===== src/rtl/regfile_scoreboard_if.sv =====
// Decode/writeback bundle for regfile_scoreboard: read ports, scoreboard query,
// issue strobe and writeback strobe.
interface regfile_scoreboard_if #(
  parameter int WIDTH = 16,
  parameter int DEPTH = 8,
  parameter int AW    = $clog2(DEPTH)
);
  logic [AW-1:0]    RS;
  logic [AW-1:0]    RT;
  logic [WIDTH-1:0] ReadRS;
  logic [WIDTH-1:0] ReadRT;
  logic             UseRS;
  logic             UseRT;
  logic             BusyRS;
  logic             BusyRT;
  logic             Hazard;
  logic             IssueValid;
  logic [AW-1:0]    IssueRD;
  logic             RegWrite;
  logic [AW-1:0]    RD;
  logic [WIDTH-1:0] WriteData;

  // IssueValid and RegWrite are single-cycle strobes with no ready: the register
  // file always accepts them at the rising edge where they are high.
  modport master (
    output RS, RT, UseRS, UseRT, IssueValid, IssueRD, RegWrite, RD, WriteData,
    input  ReadRS, ReadRT, BusyRS, BusyRT, Hazard
  );

  modport slave (
    input  RS, RT, UseRS, UseRT, IssueValid, IssueRD, RegWrite, RD, WriteData,
    output ReadRS, ReadRT, BusyRS, BusyRT, Hazard
  );
endinterface


===== src/rtl/regfile_scoreboard.sv =====
// Parametrised register file with a one-bit-per-register busy scoreboard for RAW
// hazard detection. Optional same-cycle write bypass: define WRITE_BYPASS_EN.
module regfile_scoreboard #(
  parameter int WIDTH    = 16,
  parameter int DEPTH    = 8,
  parameter int AW       = $clog2(DEPTH),
  parameter int ZERO_REG = 1
) (
  input  logic                 Clock,
  input  logic                 Reset_n,
  regfile_scoreboard_if.slave  bus
);

  logic [WIDTH-1:0] regs_q [DEPTH];
  logic [WIDTH-1:0] regs_d [DEPTH];
  logic [DEPTH-1:0] busy_q;
  logic [DEPTH-1:0] busy_d;

  // Writeback clears busy first so a same-edge issue to the same register wins.
  always_comb begin
    regs_d = regs_q;
    busy_d = busy_q;
    if (bus.RegWrite) begin
      regs_d[bus.RD] = bus.WriteData;
      busy_d[bus.RD] = 1'b0;
    end
    if (bus.IssueValid) begin
      busy_d[bus.IssueRD] = 1'b1;
    end
    if (ZERO_REG != 0) begin
      regs_d[0] = '0;
      busy_d[0] = 1'b0;
    end
  end

  always_ff @(posedge Clock or negedge Reset_n) begin
    if (!Reset_n) begin
      regs_q <= '{default: '0};
      busy_q <= '0;
    end else begin
      regs_q <= regs_d;
      busy_q <= busy_d;
    end
  end

  logic [WIDTH-1:0] read_rs;
  logic [WIDTH-1:0] read_rt;
  logic             busy_rs;
  logic             busy_rt;

  always_comb begin
    read_rs = regs_q[bus.RS];
    read_rt = regs_q[bus.RT];
    busy_rs = busy_q[bus.RS];
    busy_rt = busy_q[bus.RT];
`ifdef WRITE_BYPASS_EN
    if (bus.RegWrite && (bus.RD == bus.RS)) begin
      read_rs = bus.WriteData;
      busy_rs = 1'b0;
    end
    if (bus.RegWrite && (bus.RD == bus.RT)) begin
      read_rt = bus.WriteData;
      busy_rt = 1'b0;
    end
`endif
    // Address 0 must stay zero and idle even against the bypass path.
    if ((ZERO_REG != 0) && (bus.RS == '0)) begin
      read_rs = '0;
      busy_rs = 1'b0;
    end
    if ((ZERO_REG != 0) && (bus.RT == '0)) begin
      read_rt = '0;
      busy_rt = 1'b0;
    end
    if (!Reset_n) begin
      read_rs = '0;
      read_rt = '0;
      busy_rs = 1'b0;
      busy_rt = 1'b0;
    end
  end

  assign bus.ReadRS = read_rs;
  assign bus.ReadRT = read_rt;
  assign bus.BusyRS = busy_rs;
  assign bus.BusyRT = busy_rt;
  assign bus.Hazard = (bus.UseRS & busy_rs) | (bus.UseRT & busy_rt);

endmodule


===== src/flat_wrapper.sv =====
// flat-port wrapper written by rule: the top's interface ports become plain ports
module regfile_scoreboard_flat 
#(
  parameter int WIDTH    = 16,
  parameter int DEPTH    = 8,
  parameter int AW       = $clog2(DEPTH),
  parameter int ZERO_REG = 1
)
  (Clock, Reset_n, bus_RS, bus_RT, bus_UseRS, bus_UseRT, bus_IssueValid, bus_IssueRD, bus_RegWrite, bus_RD, bus_WriteData, bus_ReadRS, bus_ReadRT, bus_BusyRS, bus_BusyRT, bus_Hazard);
  regfile_scoreboard_if #(.WIDTH(WIDTH), .DEPTH(DEPTH), .AW(AW)) bus_i ();
  input  logic Clock;
  input  logic Reset_n;
  input wire logic [$bits(bus_i.RS)-1:0] bus_RS;
  input wire logic [$bits(bus_i.RT)-1:0] bus_RT;
  input wire logic [$bits(bus_i.UseRS)-1:0] bus_UseRS;
  input wire logic [$bits(bus_i.UseRT)-1:0] bus_UseRT;
  input wire logic [$bits(bus_i.IssueValid)-1:0] bus_IssueValid;
  input wire logic [$bits(bus_i.IssueRD)-1:0] bus_IssueRD;
  input wire logic [$bits(bus_i.RegWrite)-1:0] bus_RegWrite;
  input wire logic [$bits(bus_i.RD)-1:0] bus_RD;
  input wire logic [$bits(bus_i.WriteData)-1:0] bus_WriteData;
  output wire logic [$bits(bus_i.ReadRS)-1:0] bus_ReadRS;
  output wire logic [$bits(bus_i.ReadRT)-1:0] bus_ReadRT;
  output wire logic [$bits(bus_i.BusyRS)-1:0] bus_BusyRS;
  output wire logic [$bits(bus_i.BusyRT)-1:0] bus_BusyRT;
  output wire logic [$bits(bus_i.Hazard)-1:0] bus_Hazard;
  assign bus_i.RS = bus_RS;
  assign bus_i.RT = bus_RT;
  assign bus_i.UseRS = bus_UseRS;
  assign bus_i.UseRT = bus_UseRT;
  assign bus_i.IssueValid = bus_IssueValid;
  assign bus_i.IssueRD = bus_IssueRD;
  assign bus_i.RegWrite = bus_RegWrite;
  assign bus_i.RD = bus_RD;
  assign bus_i.WriteData = bus_WriteData;
  assign bus_ReadRS = bus_i.ReadRS;
  assign bus_ReadRT = bus_i.ReadRT;
  assign bus_BusyRS = bus_i.BusyRS;
  assign bus_BusyRT = bus_i.BusyRT;
  assign bus_Hazard = bus_i.Hazard;
  regfile_scoreboard #(.WIDTH(WIDTH), .DEPTH(DEPTH), .AW(AW), .ZERO_REG(ZERO_REG)) u_core (.Clock(Clock), .Reset_n(Reset_n), .bus(bus_i));
endmodule

===== config.mk =====
export PLATFORM = sky130hd
export DESIGN_NAME = regfile_scoreboard_flat
export DESIGN_NICKNAME = d
export VERILOG_FILES = /design/src/rtl/regfile_scoreboard_if.sv /design/src/rtl/regfile_scoreboard.sv /design/src/flat_wrapper.sv
export SDC_FILE = /design/constraint.sdc
export NUM_CORES = 1
export LEC_CHECK = 0
export ABC_AREA = 1
export CORE_ASPECT_RATIO = 0.7
export CORE_UTILIZATION = 25
export CTS_BUF_LIST = sky130_fd_sc_hd__clkbuf_2 sky130_fd_sc_hd__clkbuf_4 sky130_fd_sc_hd__clkbuf_8
export DETAILED_ROUTE_END_ITERATION = 10
export PLACE_DENSITY = 0.47
export RECOVER_POWER = 25
export SYNTH_ARGS = -nofsm -noshare
export SYNTH_HDL_FRONTEND = slang
export SYNTH_SLANG_ARGS = --single-unit

===== constraint.sdc =====
create_clock -name Clock -period 3.9 [get_ports Clock]
set_input_delay 0.78 -clock Clock [delete_from_list [all_inputs] [get_ports Clock]]
set_output_delay 0.78 -clock Clock [all_outputs]
set_load 0.05 [all_outputs]

After elaboration in Yosys (flattened, before gate mapping)
Cells that the tools add are included.
Widths: inputs -> output; s select.
{"block": "totals", "word_cells": 59, "regBits": 119, "output_inout_bits": 35}
{"block": "op_classes", "bitwise_logic": 9, "reduce_logical": 5, "order_cmp": 10, "mux": 27}
{"op": "$mux 16", "count": 9}
{"op": "$bwmux 128", "count": 1}
{"op": "$bmux 16 s3", "count": 2}
{"op": "$demux 16 s3", "count": 1}
{"op": "$lt 3x4->1 const B", "count": 4}
{"op": "$mux 8", "count": 2}
{"op": "$ge 4x4->1 const B", "count": 3}
{"op": "$not 3->4", "count": 3}
{"op": "$and 8x8->8", "count": 1}
{"op": "$mux 1", "count": 8}
{"op": "$not 8->8", "count": 1}
{"op": "$or 8x8->8", "count": 1}
{"op": "$bmux 1 s3", "count": 2}
{"op": "$demux 1 s3", "count": 2}
{"op": "$ge 3x1->1 const B", "count": 2}
{"op": "$logic_not 3->1", "count": 2}
{"op": "$lt 4x1->1 const B", "count": 1}
{"op": "$logic_and 1x1->1", "count": 3}
{"op": "$and 1x1->1", "count": 2}
{"op": "$or 1x1->1", "count": 1}

Logic depth before layout (Yosys ltp)
Gate-level depths: netlist (run 1).
{"block": "logic_depth", "ltp_word": 9, "ltp_mapped": 9, "depth_no_buf": 7}

Least setup slack after synthesis (run 1)
No wires, ideal clock.
{"block": "synth_timing", "kind": "in2out", "from": "input port bus_RS[1]", "to": "output port bus_ReadRS[14]", "path_slack_ns": 0.900, "n_path_buf": 2, "path_stages": 9, "arrival_time_ns": 2.220, "cell_sequence": "buf_2 > inv_2 > nand2_1 > inv_2 > buf_2 > a21oi_1 > nand2_1 > nand2_1 > a21oi_1"}
{"block": "synth_via", "elab_chain_cells": 6, "elab_cells_between_ends": 7, "cone_classes": "mux (5); bitwise (1); reduce/logical (1)"}
{"item": "from (decl)", "line": "flat_wrapper.sv:13", "source": "input wire logic [$bits(bus_i.RS)-1:0] bus_RS;"}
{"item": "$not 3->4 (not written as such)", "line": "regfile_scoreboard.sv:52", "source": "read_rs = regs_q[bus.RS];"}
{"item": "$bmux 16 s3", "line": "regfile_scoreboard.sv:52"}
{"item": "$mux 16 (not written as such) (2 in series)", "line": "regfile_scoreboard.sv:52"}
{"item": "$mux 16 (*)", "line": "regfile_scoreboard.sv:67", "source": "if ((ZERO_REG != 0) && (bus.RS == '0)) begin"}
{"item": "$mux 16 (*)", "line": "regfile_scoreboard.sv:75", "source": "if (!Reset_n) begin"}
{"item": "to (decl)", "line": "flat_wrapper.sv:22", "source": "output wire logic [$bits(bus_i.ReadRS)-1:0] bus_ReadRS;"}
Mark *: on every way between the ends. The rest lies on a longest branch, timed or not. The select of a mux whose other input is x is not followed.

Worst setup path in the final report (run 1)
{"block": "layout_timing", "from": "input port bus_RS[1]", "to": "output port bus_ReadRS[6]"}
Same word-level chain as after synthesis.

==> results of run 1 <==
[worst reg2reg max path, cell delays in order (launching register included)]
cell,delay [ps]
sky130_fd_sc_hd__dfrtp_1,370
sky130_fd_sc_hd__inv_1,110
sky130_fd_sc_hd__o32ai_1,100
[worst max path at each step]
stage               startpoint              to  slack (ps)  cells past startpoint
CTS                  bus_RS[1]   bus_ReadRS[2]         490                      9
global route         bus_RT[1]   bus_ReadRT[7]         340                      9
global placement     bus_RS[1]  bus_ReadRS[14]         480                      9
floorplan            bus_RS[1]  bus_ReadRS[14]         900                      9
finish               bus_RS[1]   bus_ReadRS[6]         430                      8
detailed placement   bus_RS[1]   bus_ReadRS[2]         490                      9
[cell families after synthesis]
| family | Yosys count |
|---|---|
| buffers and inverters | 145 |
| flip-flops | 119 |
| AND/OR/NAND/NOR | 337 |
| AO/OA/AOI/OAI | 316 |
[synth_stat cells (all sizes together) (7+ instances only)]
library cell,instances
buf,33
inv,86
o21ai,225
dfrtp,119
a21oi,73
o211ai,7
nor2,99
o22ai,7
nor3,9
nand3,13
nand2,212
clkbuf,26
[final cells by class]
cell class / instances / area [sq um]
well taps: 331 / 414.1
clock buffers: 25 / 331.6
clock inverters: 7 / 90.09
fillers: 2763 / 17390
flip-flops and latches: 119 / 2978
multi-input cells: 653 / 2995
repair buffers: 95 / 1231
inverters: 86 / 322.8
[per-stage QoR]
step | hold slack, ps | cells | area, sq um | power (mW) | utilization (%)
after global routing | 233.3 | 1316 | 8363 | 4.064 | 32.48
final | 221.9 | 1316 | 8363 | 3.846 | 32.48
after floorplan | 446.4 | 917 | 6559 | 2.212 | -
after CTS | 219.1 | 1316 | 8366 | 3.873 | 32.49
after global placement | 487.2 | 1284 | 7944 | 2.629 | 30.85
after detailed placement | 489.3 | 1284 | 7944 | 2.637 | 30.85
[power groups by stage]
stage	sequential (mW)	clock, mW	combinational (mW)
2_1_floorplan	1.60	0	0.613
3_3_place_gp	1.64	0	0.986
3_5_place_dp	1.64	0	0.996
4_1_cts	1.62	1.25	0.998
5_1_grt	1.66	1.30	1.10
6_report	1.63	1.22	0.995
[flip-flops by register name, indices dropped and copies added, names as in the netlist]
name / count
u_core.regs_q: 112
u_core.busy_q: 7
[cells in the final DEF, fill, tap and decap left out, types with 3 or more instances in the layout]
cell,count
sky130_fd_sc_hd__nor3_1,8
sky130_fd_sc_hd__nand2_1,212
sky130_fd_sc_hd__buf_4,26
sky130_fd_sc_hd__nor2_2,4
sky130_fd_sc_hd__inv_1,74
sky130_fd_sc_hd__a21oi_1,72
sky130_fd_sc_hd__buf_12,36
sky130_fd_sc_hd__o211ai_1,7
sky130_fd_sc_hd__o21ai_1,84
sky130_fd_sc_hd__nand3_1,13
sky130_fd_sc_hd__nor2_1,92
sky130_fd_sc_hd__nor2_4,3
sky130_fd_sc_hd__clkbuf_8,23
sky130_fd_sc_hd__clkinv_2,3
sky130_fd_sc_hd__o21ai_2,4
sky130_fd_sc_hd__o21ai_0,137
sky130_fd_sc_hd__inv_2,12
sky130_fd_sc_hd__o22ai_1,7
sky130_fd_sc_hd__dfrtp_1,119
sky130_fd_sc_hd__clkdlybuf4s50_1,30
[per-layer routing]
layer	part of all wire [%]	up-vias	global-route usage, %
met2	40	243	25.58
met4	1.5	0	5.862
met1	51	3007	28.60
li1	-	3115	-
met3	7.0	27	3.207
met5	0	-	0
==> flow_summary.json, run 1 <==
{
  "reg2regPathDepth": 2,
  "post_cts_hold_buffer_count": 0,
  "ctsHtreeMaxLevel": 4,
  "power.leakage_nw": 3.740,
  "largest_family_of_logic_cells_by_synthesized_area": "compound AO/OA/AOI/OAI gates",
  "place_congestion": 0.7889,
  "setup_viol": 0,
  "rows": 49,
  "initial_core_util_pct": 25.47,
  "core_sq_mm": 0.02575,
  "setup.worst_path.class": "in -> out",
  "fraction_of_final_layout_cells_with_drive_strength_greater_than_1_pct": 12.39,
  "timing.rr.end": "u_core.busy_q[6]",
  "rsz0062_at_grt": "no",
  "synth_sequential_area_ratio_pct": 45.40,
  "syn2layout_area_growth_pct": 27.51,
  "synth-compound-area-share_pct": 25.14,
  "period_needed_ps": 3474,
  "cts-root-to-sink-buffers": 2,
  "drc": 0,
  "global_route.usage.total_pct": 18.53,
  "first_pass_iters": 5,
  "total_switching_power_mw": 1.307,
  "synth_enable_flop_cells": 0,
  "synth_ff_type": "sky130_fd_sc_hd__dfrtp_1",
  "comb_power_share_pct": 25.9,
  "design.die.area_sq_mm": 0.02690,
  "grt_start_max_net_pins": 58,
  "fmax_ghz": 0.2878,
  "first_pass_grt_wire_length_um": 37030,
  "cts_resized": 0,
  "placement.setup.worst_slack_ps": 485.9,
  "crit_fanout": 11,
  "finalCritPeriodShare_pct": 89.09,
  "synth.distinct_cells": 26,
  "number_of_nets_in_the_synthesized_netlist": 951,
  "worstPathArrival_ps": 2690,
  "worst-slew-pin-transition_ps": 1371,
  "route.detailed.vias_per_inst": 4.857,
  "power_report.internal_total_mw": 2.539,
  "critical_path.reg2reg.startpoint": "u_core.busy_q[6]",
  "worst_ir_drop_vdd_mv": 0.2195,
  "cpLargestDelayFamily": "buffers and inverters",
  "p_per_area_mw_per_mm2": 459.9,
  "cp.buffers_inverters": 4,
  "antenna-diode-count": 0,
  "grt_overflow": 0,
  "synthArstFlopShare_pct": 100.0,
  "die_width_um": 195.6,
  "cts_post_setup_buffers_inserted": 0,
  "grt_antenna_before_repair": 0,
  "post_synth.cell_area_avg_sq_um": 7.152,
  "dpl.hpwl_um": 15380,
  "synth_xor_area_share_pct": 0,
  "timing.max_slew.rel_slack_pct": 8.586,
  "cts-root-buf": "sky130_fd_sc_hd__clkbuf_8",
  "post_synth_and_or_nand_nor_area_fraction_pct": 20.39,
  "synth.ff_latch_count": 119,
  "cp_cell_sequence": "clkdlybuf4s50_1 -> inv_2 -> nand2_1 -> buf_4 -> nor2_1 -> nor3_1 -> nor2_1 -> buf_12",
  "worst_setup_path_end_kind": "primary output",
  "finalWirelength_um": 24000,
  "required_ps": 3120,
  "synth.top_cell.area_share_pct": 45.40,
  "synthesis.instances": 917,
  "critical_path.max_stage_delay_ps": 620,
  "numClockSinks": 119,
  "die_h_um": 137.5,
  "yosysTopAreaCell": "sky130_fd_sc_hd__dfrtp_1",
  "worstSetupStartpointType": "primary input",
  "critPathMostFrequentCell": "sky130_fd_sc_hd__nor2_1",
  "timing.final.ws_setup_ps": 425.6,
  "io_pins": 69,
  "finalMaxSlewViolations": 0,
  "clk_latency_ps": 450,
  "cpMaxStageDelayCell": "sky130_fd_sc_hd__clkdlybuf4s50_1",
  "clock-skew-final_ps": 0,
  "final_antenna_net_count": 0,
  "synthesis.area_sq_mm": 0.006559,
  "tritoncts.num_buffers": 17,
  "nNetsFinal": 1006,
  "synth.area.top_cells": "sky130_fd_sc_hd__dfrtp_1, sky130_fd_sc_hd__nand2_1, sky130_fd_sc_hd__o21ai_0",
  "clock_power_share_pct": 31.8,
  "hold_path.class": "in -> async",
  "clock_pin_slew_of_the_registers_on_the_worst_case_setup_and_hold_paths_ps": 80,
  "num_vias": 6392,
  "max-cap-violations": 0,
  "detailed_route_wire_length_per_cell_um": 18.23,
  "synth-adder-area-share_pct": 0,
  "pwr-share-seq_pct": 42.3,
  "synthesis.yosys.warnings": 0,
  "hold_viol": 0,
  "fin_setup_tns_ps": 0,
  "yosys-mux-area-fraction_pct": 0,
  "swShare_pct": 33.98,
  "status": "completed",
  "first_global_vias": 5997,
  "worst-r2r-setup-slack_ps": 3190,
  "drt_first_iter_violations": 690,
  "cts_tree": "yes",
  "buffer_ports.inserted": 68
}
No activity file was read; power rests on OpenSTA's default activity.
==> inputs of run 2 (changes only) <==
--- a/config.mk
+++ b/config.mk
@@ -12,6 +12,8 @@
 export DETAILED_ROUTE_END_ITERATION = 10
 export PLACE_DENSITY = 0.47
 export RECOVER_POWER = 25
+export SKIP_CTS_REPAIR_TIMING = 1
+export SKIP_LAST_GASP = 1
 export SYNTH_ARGS = -nofsm -noshare
 export SYNTH_HDL_FRONTEND = slang
 export SYNTH_SLANG_ARGS = --single-unit
==> results of run 2 <==
Final layout, timing and power as in run 1 (identical DEF).
==> patch 1: new RTL, config.mk and constraints of run 1 <==
The option `WRITE_BYPASS_EN` is turned on by a define.
--- a/src/rtl/regfile_scoreboard.sv
+++ b/src/rtl/regfile_scoreboard.sv
@@ -1,5 +1,7 @@
 // Parametrised register file with a one-bit-per-register busy scoreboard for RAW
 // hazard detection. Optional same-cycle write bypass: define WRITE_BYPASS_EN.
+`define WRITE_BYPASS_EN
+
 module regfile_scoreboard #(
   parameter int WIDTH    = 16,
   parameter int DEPTH    = 8,
Function: changed (a bounded check fails within 4 cycles, from zero or initial values and one cycle with Reset_n low).
==> patch 1 against run 1 <==
  * The run now ends with max-capacitance violations, max-slew violations left
  * Power increased by 9.2%
  * Cell area increased by 6.3%
  * First-iteration DRC count increased by 30%
  * Die area increased by 7.6%
  * Register-to-register slack got worse by 0.06 ns
  * Final cell count increased by 11%
  * Area after synthesis increased by 7.7%
  * Worst setup slack got worse by 0.12 ns
  * Wire length increased by 12%
  * Sequential cell count unchanged
  * Utilization decreased by 0.44 points
  * Critical endpoint is now bus_ReadRT[7]
  * Largest power group unchanged
  * Highest routed layer unchanged
==> patch 1: results (changes against run 1) <==
* Outcome: finished with violations
* Failing checks: max-capacitance violations, max-slew violations
* Reg-to-Reg End: u_core.busy_q[1]
* Crit path launch: bus_RT[1]
* Global-route wire length before repair at 41800 microns (+13%)
* Share of post-route cells with drive strength above 1 at 10.7% (-1.7 points)
* R2R cell count at 1 (-1)
* Area contributors post-synth: dfrtp_1 (42%), nand2_1 (20%), nand3_1 (10%)
* Largest net degree at the start of global routing at 120 (+110%)
* Final GP Congestion at 0.811 (+2.8%)
* Clock insertion delay at the later pin of the skew report at 0.46 ns
* Largest fanout on the critical path at 17 (+6)
* Fill count at 3011 (+9.0%)
* End of the critical path: bus_ReadRT[7]
* Clock buffer depth at 2 (unchanged)
* H-tree depth at 4 (unchanged)
* Synthesized net count at 1074 (+13%)
* Initial antenna violation count at 0 (unchanged)
* # Post-CTS Setup Buffers at 0 (unchanged)
* Routed len/inst at 18.3 microns (+0.50%)
* Routed wl met2 at 11600 microns (+21%)
* DRT Pass-1 Iters at 5 (unchanged)
* Number of distinct library cells after synthesis at 25 (-3.8%)
* Initial DRC count at 898 (+30%)
* Worst Hold Class: flip-flop to flip-flop
* Synth cell count leaders: nand2_1 (371), nand3_1 (142), dfrtp_1 (119)
* CTS root buffer: clkbuf_8
* Tot GR Track Use at 19.1% (+0.61 points)
* Final WL at 26900 microns (+12%)
* Number of diodes at 0 (unchanged)
* Ys async rst share at 100% (unchanged)
* Slew HR at -86.6% (-95 points)
* Post-synth top flop: dfrtp_1
* DR vias at 7184 (+12%)
* YS warnings at 0 (unchanged)
* R2R Path Start: u_core.busy_q[1]
* Resize count post-CTS at 0 (unchanged)
* Port bufs at 68 (unchanged)
* HPWL after detailed placement at 16500 microns (+7.3%)
* R2R setup slack at 3.13 ns (-0.06 ns)
* DR top layer: met4
* Met3 WL at 1560 microns (-7.4%)
* M1 WL at 13300 microns (+7.6%)
* Routed Antenna Nets at 0 (unchanged)
* Final Slew Violations at 120 (+120)
* Worst vdd ir at 0.219 mV (about the same)
* Worst clock skew at 0 ns (unchanged)
* Placed Cells at 1434 (+12%)
* Worst Path Arrival at 2.81 ns (+0.12 ns)
* Regs by FF count: u_core.regs_q: 112 flops, u_core.busy_q: 7 flops
* Hold WS at 0.494 ns (+0.272 ns)
* Post-layout net count at 1116 (+11%)
* # Max-Cap Violations at 1 (+1)
* Vias in the first global route at 6724 (+12%)
* Pleak at 0.00403 uW (+7.9%)
* Syn Area/Cell at 6.79 sq um (-5.1%)
* Sequential share of the synthesized area at 42.2% (-3.2 points)
[patch 1: cell count changes after synthesis, sizes merged, moves of 2 or more]
cell and delta:
buf +9, clkbuf +6, and3 +11, o32ai -2
o22ai -5, o211ai -6, inv -40, nand3 +129
nor2 -43, o41ai -2, a21oi -12, nand2 +160
o21ai -75, nor3 -9
[patch 1: cell families (layout without fill, tap and decap cells)]
logic type / count (synthesis) / after routing / synth area share, %
flops: 119 / 119 / 42.2
compound gates: 216 / 216 / 15.7
simple gates: 585 / 585 / 34.3
buf+inv: 120 / 175 / 7.83
[patch 1: critical path, stage by stage]
cell and delay [ns]:
clkdlybuf4s50_1 0.58, buf_4 0.27, nor2_1 0.09, a21oi_2 0.11, buf_4 0.24, o21ai_0 0.12, a21oi_1 0.41, buf_12 0.20
[patch 1: cell type report]
type	count	area (sq um)	share of cell area, %
clock buffer	18	241	2.72
clock inverter	14	246	2.77
inverter	46	180	2.03
multi-input combinational	801	3530	39.7
sequential	119	2980	33.5
tap	371	464	5.22
timing repair buffer	97	1250	14.1
[patch 1: power breakdown]
part / switching, uW / leakage (uW) / internal, uW
Clock: 588 / 0.000233 / 839
Combinational: 667 / 0.00233 / 443
Sequential: 196 / 0.00147 / 1470
Total: 1450 / 0.00403 / 2750
[patch 1: routing by layer]
layer,GRT usage [%],vias up
li1,-,3497
met1,27.9,3428
met2,28.7,230
met3,3.58,29
met4,5.18,0
met5,0,-
[patch 1: how the worst min path moves through the flow]
stage,endpoint,from,cells past startpoint
5_1_grt,u_core.regs_q[97],u_core.regs_q[97],2
2_1_floorplan,u_core.regs_q[100],u_core.regs_q[100],2
6_report,u_core.regs_q[104],u_core.regs_q[104],2
4_1_cts,u_core.regs_q[13],Reset_n,2
3_3_place_gp,u_core.regs_q[109],u_core.regs_q[109],2
3_5_place_dp,u_core.regs_q[97],u_core.regs_q[97],2
[patch 1: per-stage QoR]
step	worst slack [ns]	instance area, sq um	util [%]
CTS	0.314	8910	32.1
floorplan	0.597	7060	-
finish	0.305	8890	32.0
global placement	0.320	8420	30.3
detailed placement	0.315	8420	30.3
global route	0.174	8890	32.0
==> patch 2: new RTL, settings of run 1 <==
Without the edit above. Reset style: synchronous (`Reset_n`), changed in one clocked block.
--- a/src/rtl/regfile_scoreboard.sv
+++ b/src/rtl/regfile_scoreboard.sv
@@ -33,7 +33,7 @@
     end
   end
 
-  always_ff @(posedge Clock or negedge Reset_n) begin
+  always_ff @(posedge Clock) begin
     if (!Reset_n) begin
       regs_q <= '{default: '0};
       busy_q <= '0;
Function: same outputs for any inputs over 4 cycles, from zero or initial values and one cycle with Reset_n low; that may be too few to reach the edited logic, so the function may still have changed.
==> patch 2 against run 1 <==
  * Area after synthesis down 4.5%
  * Cell area fell by 5.0%
  * Wire length is 9.9% higher
  * Critical endpoint is now u_core.regs_q[44]
  * The run now ends with max-capacitance violations, max-slew violations left
  * Hold slack gained 0.25 ns
  * Sequential cell count is the same
  * Register-to-register slack improved by 0.05 ns
  * Highest routed layer unchanged
  * Via count grew 8.2%
  * Clock power down 16%
  * Power is 24% lower
  * Worst setup slack worse by 0.030 ns
==> patch 2: results (changes against run 1) <==
* Outcome: finished with violations
* Failing checks: max-capacitance violations, max-slew violations
* Max incr delay on CP at 1.07 ns (+0.45 ns)
* Reg-to-Reg End: u_core.regs_q[21]
* Slew at the pin with the worst max-slew slack at 1.69 ns (+0.323 ns)
* DR vias/cell at 5.04 (+3.7%)
* Largest net degree at the start of global routing at 113 (+95%)
* Largest fanout on the critical path at 25 (+14)
* Final WL at 26400 microns (+9.9%)
* # Max-Cap Violations at 1 (+1)
* Hold WS at 0.468 ns (+0.246 ns)
* Final Critical Period at 3.50 ns (+0.0304 ns)
* Logic inverters at 60 (-30%)
* Clkbuf count at 26 (+4.0%)
* Placed Cells at 1342 (+4.5%)
* Multi-input combinational area share at 42.1% (+6.3 points)
* Critical-path top delay cell: clkbuf_1
* Share of post-route cells with drive strength above 1 at 10.3% (-2.1 points)
* Worst Hold Class: flip-flop to flip-flop
* Vias in the first global route at 6200 (+3.4%)
* Syn Area/Cell at 6.36 sq um (-11%)
* Number of distinct library cells after synthesis at 25 (-3.8%)
* End of the critical path: u_core.regs_q[44]
* Number of diodes at 1 (+1)
* Post-synth top flop: dfxtp_1
* Initial DRC count at 735 (+6.5%)
* Worst path bufs/invs at 3 (-1)
* Ys async rst share at 0% (-100 points)
* Sequential share of the synthesized area at 38.0% (-7.4 points)
* Post-layout net count at 1070 (+6.4%)
* DRT Pass-1 Iters at 7 (+2)
* R2R setup slack at 3.24 ns (+0.05 ns)
* Synth cell count leaders: nor2_1 (261), o21ai_0 (219), dfxtp_1 (119)
* Final Slew Violations at 34 (+34)
* Synthesized net count at 1018 (+7.0%)
* Non-clk buf share at 15.6% (+0.86 points)
* Tot GR Track Use at 20.8% (+2.2 points)
* Fill count at 2707 (-2.0%)
## patch 2: changes by cell type after synthesis, sizes merged, moves of 4 or more
| cell | before | now |
|---|---|---|
| o211a | 0 | 9 |
| buf | 33 | 20 |
| o211ai | 7 | 3 |
| nand3 | 13 | 9 |
| nor2 | 99 | 263 |
| nand4 | 2 | 9 |
| a21oi | 73 | 104 |
| dfxtp | 0 | 119 |
| dfrtp | 119 | 0 |
| inv | 86 | 59 |
| nand2 | 212 | 98 |
| clkbuf | 26 | 46 |
## patch 2: per-layer routing
layer	wire (microns)	share of wire [%]	global-route usage, %
met1	12900	49	30.9
met2	10900	41	30.3
met3	2310	8.7	4.29
met4	351	1.3	4.45
met5	0	0	0
## patch 2: where the power goes
part           leakage [uW]  switching (uW)  internal (uW)  total (uW)
clock              0.000190             504            531        1030
combinational       0.00192             395            223         619
sequential         0.000967            27.1           1260        1290
